--- config.mk ---
export PLATFORM = sky130hd
export DESIGN_NAME = acc_exec_unit_flat
export DESIGN_NICKNAME = d
export VERILOG_FILES = /design/src/rtl/acc_exec_unit_if.sv /design/src/rtl/acc_exec_unit.sv /design/src/flat_wrapper.sv
export SDC_FILE = /design/constraint.sdc
export NUM_CORES = 1
export LEC_CHECK = 0
export CAP_MARGIN = 20
export CORE_MARGIN = 3
export CORE_UTILIZATION = 30
export DETAILED_ROUTE_END_ITERATION = 7
export GPL_TIMING_DRIVEN = 0
export PLACE_DENSITY = 0.47
export REMOVE_ABC_BUFFERS = 1
export SKIP_LAST_GASP = 1
export SLEW_MARGIN = 10
export SYNTH_ARGS = -nofsm -noshare
export SYNTH_HDL_FRONTEND = slang
export SYNTH_SLANG_ARGS = --single-unit
--- constraint.sdc ---
create_clock -name clk -period 2.7 [get_ports clk]
set_input_delay 0.54 -clock clk [delete_from_list [all_inputs] [get_ports clk]]
set_output_delay 0.54 -clock clk [all_outputs]
set_load 0.02 [all_outputs]
--- src/rtl/acc_exec_unit_if.sv ---
// Handshake/bus bundle between the instruction sequencer (master) and the
// accumulator execution unit (slave).
interface acc_exec_unit_if #(
    parameter int WIDTH = 16
) ();
    logic             start;
    logic             mem_ref;
    logic [2:0]       opcode;
    logic [11:0]      rr;
    logic             opd_req;
    logic             opd_valid;
    logic [WIDTH-1:0] opd_data;
    logic             busy;
    logic             done;
    logic             skip;
    logic             halt;
    logic [WIDTH-1:0] ac;
    logic             e;

    modport master (
        output start, mem_ref, opcode, rr, opd_valid, opd_data,
        input  opd_req, busy, done, skip, halt, ac, e
    );

    modport slave (
        input  start, mem_ref, opcode, rr, opd_valid, opd_data,
        output opd_req, busy, done, skip, halt, ac, e
    );
endinterface

--- src/rtl/acc_exec_unit.sv ---
// Accumulator execution unit: owns AC/E, runs memory- and register-reference ops.
// Optional macro ACC_ROTATE_EN enables the CIR/CIL rotate operations.
//
// state | meaning
// IDLE  | waiting for start (blocked while halted)
// WAIT  | memory-reference op, requesting operand
// EXEC  | AC/E/skip/halt update on the exiting edge
// DONE  | done pulse, skip valid
module acc_exec_unit #(
    parameter int WIDTH = 16
) (
    input  logic         clk,
    input  logic         rst,
    acc_exec_unit_if.slave bus
);
    typedef enum logic [1:0] {S_IDLE, S_WAIT, S_EXEC, S_DONE} state_t;

    state_t           state_q, state_d;
    logic             mem_ref_q, mem_ref_d;
    logic [2:0]       opcode_q, opcode_d;
    logic [11:0]      rr_q, rr_d;
    logic [WIDTH-1:0] dr_q, dr_d;
    logic [WIDTH-1:0] ac_q, ac_d;
    logic             e_q, e_d;
    logic             halt_q, halt_d;
    logic             done_q, done_d;
    logic             skip_q, skip_d;

    logic [WIDTH-1:0] rr_ac;
    logic             rr_e;
    logic             skip_hit;
    logic             accept;

    assign accept = bus.start && !halt_q;

    always_ff @(posedge clk or posedge rst) begin
        if (rst) begin
            state_q   <= S_IDLE;
            mem_ref_q <= 1'b0;
            opcode_q  <= '0;
            rr_q      <= '0;
            dr_q      <= '0;
            ac_q      <= '0;
            e_q       <= 1'b0;
            halt_q    <= 1'b0;
            done_q    <= 1'b0;
            skip_q    <= 1'b0;
        end else begin
            state_q   <= state_d;
            mem_ref_q <= mem_ref_d;
            opcode_q  <= opcode_d;
            rr_q      <= rr_d;
            dr_q      <= dr_d;
            ac_q      <= ac_d;
            e_q       <= e_d;
            halt_q    <= halt_d;
            done_q    <= done_d;
            skip_q    <= skip_d;
        end
    end

    always_comb begin
        state_d = state_q;
        case (state_q)
            S_IDLE:  if (accept) state_d = bus.mem_ref ? S_WAIT : S_EXEC;
            S_WAIT:  if (bus.opd_valid) state_d = S_EXEC;
            S_EXEC:  state_d = S_DONE;
            S_DONE:  state_d = S_IDLE;
            default: state_d = S_IDLE;
        endcase
    end

    // Register-reference ops applied as one chain on the current AC/E.
    always_comb begin
        rr_ac = ac_q;
        rr_e  = e_q;
        if (rr_q[11]) rr_ac = '0;
        if (rr_q[10]) rr_e  = 1'b0;
        if (rr_q[9])  rr_ac = ~rr_ac;
        if (rr_q[8])  rr_e  = ~rr_e;
`ifdef ACC_ROTATE_EN
        if (rr_q[7] && !rr_q[6])
            {rr_e, rr_ac} = {rr_ac[0], rr_e, rr_ac[WIDTH-1:1]};
        else if (rr_q[6] && !rr_q[7])
            {rr_e, rr_ac} = {rr_ac[WIDTH-1], rr_ac[WIDTH-2:0], rr_e};
`endif
        if (rr_q[5])  rr_ac = rr_ac + 1'b1;
    end

`ifndef ACC_ROTATE_EN
    logic unused_rot;
    assign unused_rot = ^rr_q[7:6];
`endif

    // Skip tests look at AC/E before this instruction modifies them.
    assign skip_hit = (rr_q[4] && !ac_q[WIDTH-1]) ||
                      (rr_q[3] &&  ac_q[WIDTH-1]) ||
                      (rr_q[2] &&  (ac_q == '0))  ||
                      (rr_q[1] && !e_q);

    always_comb begin
        mem_ref_d = mem_ref_q;
        opcode_d  = opcode_q;
        rr_d      = rr_q;
        dr_d      = dr_q;
        ac_d      = ac_q;
        e_d       = e_q;
        halt_d    = halt_q;
        done_d    = (state_q == S_EXEC);
        skip_d    = 1'b0;

        if (state_q == S_IDLE && accept) begin
            mem_ref_d = bus.mem_ref;
            opcode_d  = bus.opcode;
            rr_d      = bus.rr;
        end

        if (state_q == S_WAIT && bus.opd_valid)
            dr_d = bus.opd_data;

        if (state_q == S_EXEC) begin
            if (mem_ref_q) begin
                case (opcode_q)
                    3'd0:    ac_d = ac_q & dr_q;
                    3'd1:    {e_d, ac_d} = {1'b0, ac_q} + {1'b0, dr_q};
                    3'd2:    ac_d = dr_q;
                    default: ;
                endcase
            end else begin
                ac_d   = rr_ac;
                e_d    = rr_e;
                skip_d = skip_hit;
                if (rr_q[0]) halt_d = 1'b1;
            end
        end
    end

    always_comb begin
        bus.opd_req = (state_q == S_WAIT);
        bus.busy    = (state_q != S_IDLE);
        bus.done    = done_q;
        bus.skip    = skip_q;
        bus.halt    = halt_q;
        bus.ac      = ac_q;
        bus.e       = e_q;
    end
endmodule

--- src/flat_wrapper.sv ---
// flat-port wrapper written by rule: the top's interface ports become plain ports
module acc_exec_unit_flat 
#(
    parameter int WIDTH = 16
)
  (clk, rst, bus_start, bus_mem_ref, bus_opcode, bus_rr, bus_opd_valid, bus_opd_data, bus_opd_req, bus_busy, bus_done, bus_skip, bus_halt, bus_ac, bus_e);
  acc_exec_unit_if #(.WIDTH(WIDTH)) bus_i ();
  input  logic clk;
  input  logic rst;
  input wire logic [$bits(bus_i.start)-1:0] bus_start;
  input wire logic [$bits(bus_i.mem_ref)-1:0] bus_mem_ref;
  input wire logic [$bits(bus_i.opcode)-1:0] bus_opcode;
  input wire logic [$bits(bus_i.rr)-1:0] bus_rr;
  input wire logic [$bits(bus_i.opd_valid)-1:0] bus_opd_valid;
  input wire logic [$bits(bus_i.opd_data)-1:0] bus_opd_data;
  output wire logic [$bits(bus_i.opd_req)-1:0] bus_opd_req;
  output wire logic [$bits(bus_i.busy)-1:0] bus_busy;
  output wire logic [$bits(bus_i.done)-1:0] bus_done;
  output wire logic [$bits(bus_i.skip)-1:0] bus_skip;
  output wire logic [$bits(bus_i.halt)-1:0] bus_halt;
  output wire logic [$bits(bus_i.ac)-1:0] bus_ac;
  output wire logic [$bits(bus_i.e)-1:0] bus_e;
  assign bus_i.start = bus_start;
  assign bus_i.mem_ref = bus_mem_ref;
  assign bus_i.opcode = bus_opcode;
  assign bus_i.rr = bus_rr;
  assign bus_i.opd_valid = bus_opd_valid;
  assign bus_i.opd_data = bus_opd_data;
  assign bus_opd_req = bus_i.opd_req;
  assign bus_busy = bus_i.busy;
  assign bus_done = bus_i.done;
  assign bus_skip = bus_i.skip;
  assign bus_halt = bus_i.halt;
  assign bus_ac = bus_i.ac;
  assign bus_e = bus_i.e;
  acc_exec_unit #(.WIDTH(WIDTH)) u_core (.clk(clk), .rst(rst), .bus(bus_i));
endmodule
; Word-level counts from Yosys, hierarchy flattened
; Index checks and enable logic that the tools add are counted.
[classes]
n_addsub = 2
n_bitwise = 4
n_reduce_logical = 21
muxes = 15
n_eq_ne = 9
[ops]
columns = cell, count
row1 = $mux W16, 4
row2 = $pmux W16 S3, 1
row3 = $add A16 B16 Y17, 1
row4 = $add A16 B1 Y16 const B, 1
row5 = $and A16 B16 Y16, 1
row6 = $logic_not A16 Y1, 1
row7 = $not A16 Y16, 1
row8 = $pmux W2 S4, 1
row9 = $logic_and A1 B1 Y1, 7
row10 = $mux W1, 6
row11 = $mux W2, 3
row12 = $reduce_and A2 Y1, 3
row13 = $eq A2 B2 Y1 const B, 2
row14 = $ne A2 B2 Y1 const B, 2
row15 = $ne A4 B4 Y1 const B, 1
row16 = $eq A3 B1 Y1 const B, 1
row17 = $eq A3 B2 Y1 const B, 1
row18 = $logic_not A1 Y1, 3
row19 = $logic_not A3 Y1, 1
row20 = $logic_or A1 B1 Y1, 3
row21 = $reduce_and A3 Y1, 1
row22 = $eq A2 B1 Y1 const B, 1
row23 = $logic_not A2 Y1, 1
row24 = $ne A2 B1 Y1 const B, 1
row25 = 2 further kinds, 3
[word_totals]
register_bits = 54
wordCells = 61
input_bits = 36
out_inout_bits = 22

; Logic depth before layout (Yosys ltp)
[depth]
ltp_word = 7
mapped_depth = 11
depth_no_buf = 10

; Least setup slack after synthesis
; No wires, ideal clock.
[synth_timing]
path_type = reg2reg
start = register u_core.ac_q[0] (netlist: u_core.bus.ac[0])
end = register u_core.ac_q[12] (netlist: u_core.bus.ac[12])
setup_slack_ns = 0.214
path_buffers = 0
required_time_ns = 2.606
setup_time_ns = 0.094
synth_period_minus_slack_ns = 2.486
arrival_ns = 2.392
path_stages_with_launch = 11
cell_sequence = dfrtp_1 -> ha_1 -> inv_1 -> fa_1 -> and2b_1 -> o211ai_1 -> a311oi_1 -> a221oi_1 -> nor4b_1 -> nor3_1 -> a211oi_1
[synth_via]
elab_chain_len = 6
word_cells_on_any_way = 8
classes_between = add/sub: 2 / mux: 5 / bitwise: 1
[synth_rtl]
columns = item, line_no
row1 = start: declaration, acc_exec_unit.sv:23  ; logic [WIDTH-1:0] ac_q, ac_d;
row2 = start signal: assignment, acc_exec_unit.sv:43  ; ac_q <= '0;
row3 = start signal: assignment, acc_exec_unit.sv:54  ; ac_q <= ac_d;
row4 = $mux W16, acc_exec_unit.sv:77  ; if (rr_q[11]) rr_ac = '0;
row5 = $not A16 Y16, acc_exec_unit.sv:79  ; if (rr_q[9]) rr_ac = ~rr_ac;
row6 = $mux W16, acc_exec_unit.sv:79
row7 = $add A16 B1 Y16, acc_exec_unit.sv:87  ; if (rr_q[5]) rr_ac = rr_ac + 1'b1;
row8 = $mux W16, acc_exec_unit.sv:87
row9 = $mux W16 *, acc_exec_unit.sv:122  ; if (mem_ref_q) begin
; Every way passes the cells marked *; elsewhere a longest branch is shown, timed or not.
; A chain may end at the register's enable or synchronous reset.

; Final worst setup path
[layout_timing]
start = register u_core.rr_q[9]
end = register u_core.ac_q[15] (netlist: u_core.bus.ac[15])
[layout_via]
elab_chain_len = 4
[layout_rtl]
columns = item, line_no
row1 = start: declaration, acc_exec_unit.sv:21  ; logic [11:0] rr_q, rr_d;
row2 = start signal: assignment, acc_exec_unit.sv:52  ; rr_q <= rr_d;
row3 = $mux W16 *, acc_exec_unit.sv:79
row4 = $add A16 B1 Y16, acc_exec_unit.sv:87
row5 = $mux W16 *, acc_exec_unit.sv:87
row6 = $mux W16 *, acc_exec_unit.sv:122
; Marks and branches as above.

==> results.txt <==
* Number of top-level pins: 58
- Floorplan die width: 122 um
* Share of the synthesized netlist area taken by xor and xnor gates: 0.0689
- The root buffer cell chosen for the clock tree is sky130_fd_sc_hd__clkbuf_16.
- Flops & latches, synth: 52
- Clock-pin slew was measured on the worst setup and hold paths at 0.07 ns.
* Number of iterations in the first detailed-routing pass: 4
* Path class of the lowest-slack min-delay path: reg -> reg
- Unrepaired setup endpoints after global routing: true
* Drt drc: 0
- Fraction of power consumed by sequential logic: 0.262
- MaxCap Viol Count: 0
- The share of the Yosys chip area taken by registers is 0.320.
- Antenna violations before repair: 0
- Initial drt markers: 204
- STA classifies the critical path startpoint as a flop.
* Worst skew pair latency: 0.30 ns
* Critical path's largest stage delay: 0.68 ns
- Clock Sinks: 52
- On the final layout, the worst clock skew is 0.00817 ns.
* Largest net degree at the start of global routing: 40
- Worst hold slack: 0.479 ns
* Area share of the largest cell type after synthesis: 0.320
- Pins over their slew limit: 0
* Num CTS Buffers: 5
- Data on the critical path is required at its endpoint by 2.89 ns.
- Switching component of the power: 0.00363 W
* Final Cycle Share: 0.959
- Simple-gate portion of the synthesized area: 0.189
* Highest-delay cell along the critical path: sky130_fd_sc_hd__dfrtp_4
- Yosys top cell by area: sky130_fd_sc_hd__dfrtp_1
* Initial core utilization: 0.314
- The count of endpoints failing hold in the final timing report is 0.
- Compound-cell area share of the yosys netlist: 0.217
- Leading post-synthesis cells by instance count: sky130_fd_sc_hd__dfrtp_1, sky130_fd_sc_hd__nand2_1, sky130_fd_sc_hd__nor2_1, sky130_fd_sc_hd__mux2_2
* Synth-to-Final Area Change: 25.0%
* Crit path cell chain: nor2_4 -> a22oi_1 -> a2111oi_2 -> and2b_2 -> nand3_1 -> xnor2_1 -> a221o_1
- The floorplan has 41 rows.
* Clock buffer depth: 2
- Kind of cell adding the most delay to the critical path: compound AO/OA/AOI/OAI gates
- Final design area excluding fillers: 5080 sq um
* Arrival @ worst endpoint: 2.78 ns
- The H-tree was split into 2 levels.
* Die Footprint: 15000 sq um
* Worst Path Buf+Inv: 0
* Weighted congestion reported at the end of routability-driven placement: 0.857
* Total standard cell area after synthesis: 4070 sq um
- Clock period minus final worst setup slack: 2.59 ns
- Post-synth EDFFs: 0
- In this run the power density over the cells is 1460 nW/um^2.
- The number of antenna diodes in the final layout is 0.
- Synthesized area per cell: 8.84 sq um
- Dominant combinational cell family by area after synthesis: compound AO/OA/AOI/OAI gates
* Combinational fraction of design power: 0.635
* Number of distinct library cells after synthesis: 61
- After detailed placement, the design holds a cell count of 665.
- Tot Pwr: 0.00744 W
- Mux share of post-synthesis cell area: 0.0982
- Of the total synthesized cell area, the portion taken by full adders, half adders and majority gates is 0.0665.
* WL/cell: 17.7 um
- Fin nets: 561
* Result of the run: finished clean
- Setup TNS: 0 ns
- Worst relative slew slack: 0.294
* Final HPWL DP: 8.78 mm
- The worst setup path is captured at a flop.
- Total wire length after detailed routing: 12.0 mm
* Max Clock Freq: 386 MHz
- Net switching fraction of the power: 0.488
- At the pin with the least slew margin, the transition time is 1.06 ns.
- Startpoint-to-endpoint class of the critical path: reg -> reg
- Yosys attributes the largest share of cell area to sky130_fd_sc_hd__dfrtp_1, sky130_fd_sc_hd__mux2_2, sky130_fd_sc_hd__ha_1.
- CTS tree: done
* Count of hold-fix buffers inserted at cts: 0
* Number of setup violations in the final report: 0
* Dominant synthesized flop cell: sky130_fd_sc_hd__dfrtp_1
* Async set-reset flop share out of synthesis: 1.00
- Port buffering added 55 buffers.
* Fraction of final layout cells sized beyond drive strength 1: 0.152
- Post-place instance area: 4780 sq um
* Post-Synthesis Cells: 460
- Height of the die: 122 um
- Clk network pwr share: 0.103
- The first global-routing pass estimated 19.1 mm of wire.
- Worst-path maximum fanout: 39
- Core outline area: 12900 sq um
- After the flow finishes, the layout carries non-filler instances totaling 677.
- Number of warnings issued by yosys: 0
* Power Internal: 0.00381 W
* Total number of vias: 3638
* Leakage component of the power: 2.00 nW
- The via count of the first global-routing pass came to 3472.
* Worst IR Drop VDD: 0.358 mV
* GRT Total Usage: 0.162
* Gr ovfl total: 0
- Among all cell types in the netlist, the one instantiated most often is sky130_fd_sc_hd__dfrtp_1.
* Routed Antenna Nets: 0
- Detail-routed via count per cell: 5.37
## cells by family after synthesis
family	count (synthesis)
XOR/XNOR	32
buffers and inverters	40
flip-flops	52
multiplexers	36
AND/OR/NAND/NOR	150
adder cells (fa/ha/maj)	21
AO/OA/AOI/OAI	129
## what timing repair did
action,CTS,global route
pin swaps,2,2
resized for setup,8,14
setup endpoints to repair,8,10
buffers inserted,0,4
## cells in the final DEF (no fill, tap or decap), types with 3 or more instances in the layout
master	Yosys	layout
sky130_fd_sc_hd__a211oi_1	3	3
sky130_fd_sc_hd__a21o_1	7	7
sky130_fd_sc_hd__a21oi_1	28	27
sky130_fd_sc_hd__a221o_1	6	6
sky130_fd_sc_hd__a221oi_1	6	5
sky130_fd_sc_hd__a22oi_1	7	7
sky130_fd_sc_hd__a31oi_1	7	6
sky130_fd_sc_hd__a32oi_1	3	3
sky130_fd_sc_hd__and2_1	3	3
sky130_fd_sc_hd__buf_4	1	3
sky130_fd_sc_hd__buf_6	0	3
sky130_fd_sc_hd__clkbuf_16	0	5
sky130_fd_sc_hd__clkdlybuf4s50_1	0	55
sky130_fd_sc_hd__dfrtp_1	52	48
sky130_fd_sc_hd__ha_1	20	18
sky130_fd_sc_hd__inv_1	15	14
sky130_fd_sc_hd__mux2_2	31	31
sky130_fd_sc_hd__mux2i_1	5	5
sky130_fd_sc_hd__nand2_1	38	37
sky130_fd_sc_hd__nand2b_1	10	10
sky130_fd_sc_hd__nand3_1	11	11
sky130_fd_sc_hd__nand4_1	5	5
sky130_fd_sc_hd__nor2_1	37	37
sky130_fd_sc_hd__nor2b_1	11	10
sky130_fd_sc_hd__nor3_1	7	6
sky130_fd_sc_hd__nor4_1	7	7
sky130_fd_sc_hd__o211ai_1	3	3
sky130_fd_sc_hd__o21a_1	4	4
sky130_fd_sc_hd__o21ai_0	28	28
sky130_fd_sc_hd__o21ai_1	3	3
sky130_fd_sc_hd__o21bai_1	6	6
sky130_fd_sc_hd__xnor2_1	25	24
sky130_fd_sc_hd__xor2_1	7	7
## power by group through the flow
stage | Sequential (W) | Combinational [W] | Clock [W]
2_1_floorplan | 0.00184 | 0.00317 | 0
3_3_place_gp | 0.00194 | 0.00439 | 0
3_5_place_dp | 0.00196 | 0.00445 | 0
4_1_cts | 0.00195 | 0.00450 | 0.000797
5_1_grt | 0.00204 | 0.00525 | 0.000821
6_report | 0.00195 | 0.00472 | 0.000769
## per-layer routing
metal	track usage	vias up	routed length (um)
met5	0	-	0
met4	0.0357	0	128
met3	0.0203	10	637
met2	0.253	93	5520
met1	0.239	1757	5720
li1	-	1778	-
## area by class of cell
| class | count | area, sq um |
|---|---|---|
| well taps | 172 | 215 |
| clock inverters | 3 | 46.3 |
| inverters | 15 | 56.3 |
| fillers | 1317 | 7850 |
| clock buffers | 5 | 125 |
| multi-input cells | 368 | 2690 |
| repair buffers | 62 | 634 |
| flip-flops and latches | 52 | 1310 |
## sequential cells by signal, indices dropped and copies added, names as in the netlist
name,cells
u_core.bus.ac,16
u_core.bus.done,1
u_core.bus.e,1
u_core.bus.halt,1
u_core.bus.skip,1
u_core.dr_q,16
u_core.mem_ref_q,1
u_core.opcode_q,3
u_core.rr_q,10
u_core.state_q,2
## worst paths after layout
check	startpoint	end	slack, ns	depth (start not counted)
setup / recovery	u_core.rr_q[9]	u_core.bus.ac[15]	0.11	7
hold reg to reg	u_core.rr_q[0]	u_core.bus.halt	0.48	1
setup reg to reg	u_core.rr_q[9]	u_core.bus.ac[15]	0.11	7
hold / removal	u_core.rr_q[0]	u_core.bus.halt	0.48	1
min in group asynchronous	rst	u_core.rr_q[10]	0.68	2
max in group asynchronous	rst	u_core.dr_q[9]	1.44	3
## per-stage QoR
| stage | util | setup WS, ns |
|---|---|---|
| after floorplan | - | 0.0598 |
| after global placement | 0.366 | -0.655 |
| after global routing | 0.393 | -0.0635 |
| final | 0.393 | 0.112 |
| after detailed placement | 0.370 | -0.244 |
| after CTS | 0.385 | 0.0427 |
(Power assumes the default switching activity.)
